--- config.mk ---
export PLATFORM = sky130hd
export DESIGN_NAME = inv_sub_bytes_seq
export DESIGN_NICKNAME = d
export VERILOG_FILES = /design/src/rtl/inv_sub_bytes_seq.sv
export SDC_FILE = /design/constraint.sdc
export NUM_CORES = 2
export LEC_CHECK = 0
export CORE_MARGIN = 3
export CORE_UTILIZATION = 30
export DETAILED_ROUTE_END_ITERATION = 7
export SYNTH_ARGS = -nofsm -noshare
export SYNTH_HDL_FRONTEND = slang
export SYNTH_SLANG_ARGS = --single-unit
--- constraint.sdc ---
create_clock -name clk -period 20.5 [get_ports clk]
set_input_delay 6.15 -clock clk [delete_from_list [all_inputs] [get_ports clk]]
set_output_delay 6.15 -clock clk [all_outputs]
set_load 0.1 [all_outputs]
--- src/rtl/inv_sub_bytes_seq.sv ---
// Iterative AES InvSubBytes stage: substitutes LANES bytes per clock.
// Ports:
//   clk, reset_n (async, active-low)
//   inValid/inReady/state       : upstream 128-bit block handshake
//   outValid/outReady/stateOut  : downstream block handshake (stateOut is 0 when idle)
//   busy                        : high while a block is being substituted or held
module inv_sub_bytes_seq #(
    parameter int LANES = 4
) (
    input  logic         clk,
    input  logic         reset_n,
    input  logic         inValid,
    output logic         inReady,
    input  logic [0:127] state,
    output logic         outValid,
    input  logic         outReady,
    output logic [0:127] stateOut,
    output logic         busy
);

    localparam int GROUPS = 16 / LANES;
    localparam int IDX_W  = (GROUPS > 1) ? $clog2(GROUPS) : 1;

    if (!(LANES == 1 || LANES == 2 || LANES == 4 ||
          LANES == 8 || LANES == 16)) begin : g_bad_lanes
        $error("inv_sub_bytes_seq: LANES must be 1, 2, 4, 8 or 16");
    end

    typedef enum logic [1:0] {
        IDLE,
        SUB,
        DONE
    } fsm_t;

    fsm_t             fsm;
    logic [IDX_W-1:0] idx;
    logic [0:127]     buffer;
    logic [0:127]     sub_next;
    logic [7:0]       lane_in  [LANES];
    logic [7:0]       lane_out [LANES];

    // GF(2^8) multiply modulo x^8+x^4+x^3+x+1.
    function automatic logic [7:0] gf_mul(input logic [7:0] a,
                                          input logic [7:0] b);
        logic [7:0] p;
        logic [7:0] t;
        p = '0;
        t = a;
        for (int i = 0; i < 8; i++) begin
            if (b[i]) p = p ^ t;
            t = {t[6:0], 1'b0} ^ (t[7] ? 8'h1b : 8'h00);
        end
        return p;
    endfunction

    // Inverse S-box: undo the affine map, then invert in GF(2^8)
    // as a^254 (maps 0 to 0). Purely combinational 256-entry function.
    function automatic logic [7:0] inv_sbox(input logic [7:0] b);
        logic [7:0] a;
        logic [7:0] sq;
        logic [7:0] r;
        a = {b[6:0], b[7]} ^ {b[4:0], b[7:5]} ^ {b[1:0], b[7:2]} ^ 8'h05;
        sq = a;
        r  = 8'h01;
        for (int i = 0; i < 7; i++) begin
            sq = gf_mul(sq, sq);
            r  = gf_mul(r, sq);
        end
        return r;
    endfunction

    // Select the current group of bytes out of the buffer.
    always_comb begin
        for (int l = 0; l < LANES; l++) begin
            lane_in[l] = buffer[8 * (int'(idx) * LANES + l) +: 8];
        end
    end

    for (genvar g = 0; g < LANES; g++) begin : g_lane
        assign lane_out[g] = inv_sbox(lane_in[g]);
    end

    // Buffer with the current group replaced by its substituted bytes.
    always_comb begin
        sub_next = buffer;
        for (int l = 0; l < LANES; l++) begin
            sub_next[8 * (int'(idx) * LANES + l) +: 8] = lane_out[l];
        end
    end

    always_ff @(posedge clk or negedge reset_n) begin
        if (!reset_n) begin
            fsm      <= IDLE;
            idx      <= '0;
            buffer   <= '0;
            inReady  <= 1'b0;
            outValid <= 1'b0;
            busy     <= 1'b0;
        end else begin
            unique case (fsm)
                IDLE: begin
                    inReady <= 1'b1;
                    if (inValid && inReady) begin
                        buffer  <= state;
                        idx     <= '0;
                        inReady <= 1'b0;
                        busy    <= 1'b1;
                        fsm     <= SUB;
                    end
                end
                SUB: begin
                    buffer <= sub_next;
                    idx    <= idx + IDX_W'(1);
                    if (idx == IDX_W'(GROUPS - 1)) begin
                        outValid <= 1'b1;
                        fsm      <= DONE;
                    end
                end
                DONE: begin
                    // Handoff returns to IDLE; acceptance needs a further edge.
                    if (outReady) begin
                        outValid <= 1'b0;
                        busy     <= 1'b0;
                        inReady  <= 1'b1;
                        fsm      <= IDLE;
                    end
                end
                default: fsm <= IDLE;
            endcase
        end
    end

    // Never expose a partially substituted buffer.
    assign stateOut = outValid ? buffer : '0;

endmodule
==> qor.csv <==
stage,metric,value,unit
die,Core ar.,217400,um2
logic_synthesis,"Seq/Total Area, Yosys",5.142,%
timing,worst slew pin tran,1.326,ns
setup_path,Worst Path Arrival,19.67,ns
die,num rows,171,
cts,clk root buf,clkbuf_16,
setup_path,Reg2Reg Depth,63,
global_route,vias in the first global route,61850,
setup_path,Worst Path Required,20.90,ns
cts,CTS Buf Count,17,
placement,number of port buffers,262,
global_route,initial antenna violation count,11,
timing,FMAX,51.90,MHz
logic_synthesis,Synth Register Bits,135,
detailed_routing,Residual DRC,0,
setup_path,"most used cell, CP",xnor2_1,
cts,worst-skew pair later-pin latency,0.50,ns
setup_path,startpoint types,flop,
hold_path,Hold Path Cell Cnt,2,
logic_synthesis,async set-reset flop share out of synthesis,100.0,%
detailed_routing,DRT antenna net count,0,
hold_path,Hold Path Class,reg -> reg,
die,die area,224700,um2
setup_path,critical path's slowest cell,mux4_2,
cts,CTS tree,yes,
cts,clock transition at the registers of the reported paths,0.08,ns
timing,Final Critical Period,19.27,ns
layout,area grow syn2layout,10.98,%
timing,unrepaired setup endpoints after global routing,false,
setup_path,"reg-to-reg slack, setup",1.23,ns
global_route,grt ovf,0,
setup_path,Worst Setup End Kind,flop,
timing,final cycle utilization of the critical path,93.99,%
placement,Area after DPL,71900,um2
hold_path,min-delay src,buffer[120],
detailed_routing,final wirelength,231700,um
setup_path,Worst path max stage delay,0.80,ns
timing,TNS Setup,0,ns
timing,Layout Skew,0.03721,ns
layout,nets,9286,
global_route,gr usage total,19.34,%
cts,Max clock buf depth,2,
setup_path,worst r2r src,idx[0],
logic_synthesis,"Avg Cell Area, Syn",7.142,um2
die,die height,474.0,um
die,Die Width,474.0,um
die,Starting Density,30.23,%
detailed_routing,drt via density,5.491,
setup_path,crit path max fanout,18,
global_route,first-pass GRT wire length,357200,um
logic_synthesis,Synth cell types,122,
timing,Final Max Tran Viols,0,
timing,Final Setup Violations,0,
placement,Post-DP HPWL,170100,um
setup_path,R2R Path End,buffer[26],
global_route,largest net degree at the start of global routing,99,
detailed_routing,DR vias,65890,
detailed_routing,first-pass iteration count of the detailed router,6,
logic_synthesis,synthesized area,65700,um2
placement,Routability Congestion,0.9397,
cts,Sink Count,135,
logic_synthesis,Post-synth EDFFs,0,
setup_path,WS Path Type,reg -> reg,
logic_synthesis,Mapped Nets,9363,
cts,H-tree depth,4,
logic_synthesis,Syn Inst Count,9199,
timing,Max-slew headroom,10.95,%
setup_path,Worst Setup SP,idx[0],
logic_synthesis,yosys warns,0,
layout,layout cells sized above 1,9.031,%
detailed_routing,Wirelength per Cell,19.31,um
detailed_routing,Starting DRT DRC Count,6293,
die,boundary pin count,263,
outcome,status,finished clean,
layout,final instance area,72910,um2
flow_run,max cap viols,0,
hold_path,WHS Endpoint,buffer[120],
timing,Final Hold Fails,0,
logic_synthesis,"Top FF cell, synth",dfrtp_1,
==> cells in the mapped netlist (all sizes together) (26+ instances only) <==
cell type / n / area [um2]
nor4: 39 / 250.2
a22oi: 98 / 735.7
or2: 29 / 181.4
ha: 32 / 400.4
mux4: 35 / 788.3
xnor2: 1936 / 18310
buf: 245 / 1252
xnor3: 157 / 3552
nand2b: 62 / 387.9
o22ai: 147 / 925.9
a211oi: 97 / 743.2
o21ai: 513 / 2586
o211ai: 90 / 695.7
nand3: 225 / 1126
a221oi: 40 / 399.1
a21o: 32 / 240.2
o21a: 28 / 210.2
a21oi: 530 / 2660
inv: 114 / 430.4
and3: 63 / 394.1
nor2b: 65 / 406.6
o221ai: 28 / 251.5
nand2: 923 / 3465
o31ai: 26 / 200.2
nor3: 234 / 1207
nand4: 30 / 187.7
dfrtp: 135 / 3378
nor2: 1308 / 4930
mux2i: 199 / 1992
xor3: 34 / 810.8
mux2: 46 / 518.0
clkbuf: 423 / 1588
a31oi: 90 / 590.6
or3: 44 / 275.3
a2bb2oi: 29 / 260.3
xor2: 523 / 4967
and2: 188 / 1176
==> registers in the layout, indices dropped and copies added, names as in the netlist <==
register	cells
buffer	128
busy	1
fsm	2
idx	2
inReady	1
outValid	1
==> layout by cell type, fill, tap and decap left out, types with 61 or more instances in the layout <==
cell             instances
mux2i_1                199
a22oi_1                 98
and2_1                 183
clkdlybuf4s50_1        258
o211ai_1                86
a211oi_1                93
o21ai_1                126
nand2_1                923
a21oi_1                523
o21ai_0                382
a31oi_1                 87
nand3_1                225
nor2_1                1299
xnor3_1                143
dfrtp_1                132
nor2b_1                 65
xor2_1                 462
nor3_1                 224
and3_1                  63
xnor2_1               1732
o22ai_1                146
inv_1                   98
xnor2_2                171
buf_4                  308
nand2b_1                61
==> worst max-delay path: cells and delay by family (launching register included) <==
kind,cells,cell delay (ns)
flops,1,0.70
buf+inv,4,1.08
xor+xnor,25,7.37
compound gates,16,4.01
fa+ha+maj,3,1.28
simple gates,11,3.25
mux,4,1.41
==> cell type report <==
cell class                      count  area, um2
Antenna cell                       10      25.02
Clock buffer                       17      425.4
Clock inverter                     15      176.4
Fill cell                       23020     144500
Inverter                          124      471.7
Multi-Input combinational cell   8275      59920
Sequential cell                   135       3387
Tap cell                         2854       3571
Timing Repair Buffer              569       4941
==> kinds of logic (layout without fill, tap and decap cells) <==
group / Yosys count / after routing / synth area share, %
and+or+nand+nor: 3267 / 3267 / 21.99
xor gates and xnor gates: 2650 / 2651 / 42.06
AOI/OAI and AO/OA: 2031 / 2031 / 19.96
buffers and inverters: 792 / 725 / 5.035
muxes: 280 / 282 / 5.020
DFF: 135 / 135 / 5.142
adders and majority gates: 44 / 44 / 0.7922
other: 0 / 10 / 0
==> what timing repair did <==
item | CTS | global route
cloned | 0 | 3
endpoints found under the setup margin | 27 | 121
pin swaps | 0 | 1
setup buffers | 0 | 1
hold buffers | 0 | 0
gates resized for setup | 2 | 39
==> per-layer routing <==
layer	global-route usage (%)	routed length [um]	share of wire (%)
met2	32.90	111800	48
met1	24.60	95280	41
met3	1.213	12170	5.3
met4	9.939	12400	5.4
met5	0	13	0.0056
==> metrics by stage <==
step | util, % | hold slack (ns) | cells | setup slack, ns
after floorplan | - | 0.4586 | 9199 | 3.270
after global placement | 33.07 | 0.4834 | 11950 | 0.2478
after detailed placement | 33.07 | 0.4964 | 11950 | -0.2507
after CTS | 33.36 | 0.5098 | 11990 | 0.06362
after global routing | 33.54 | 0.5366 | 12000 | 0.0005009
final | 33.54 | 0.5147 | 12000 | 1.233
==> worst max-delay path by stage <==
stage,endpoint,slack [ns],cells past startpoint
6_report,buffer[26],1.23,63
5_1_grt,buffer[83],0.0005,65
2_1_floorplan,buffer[34],3.27,77
3_3_place_gp,buffer[27],0.25,64
4_1_cts,buffer[123],0.06,64
3_5_place_dp,buffer[115],-0.25,65
Power is left out: the tool's default activity adds up to more than one toggle a clock period on the data nets, which glitch-free logic cannot reach.
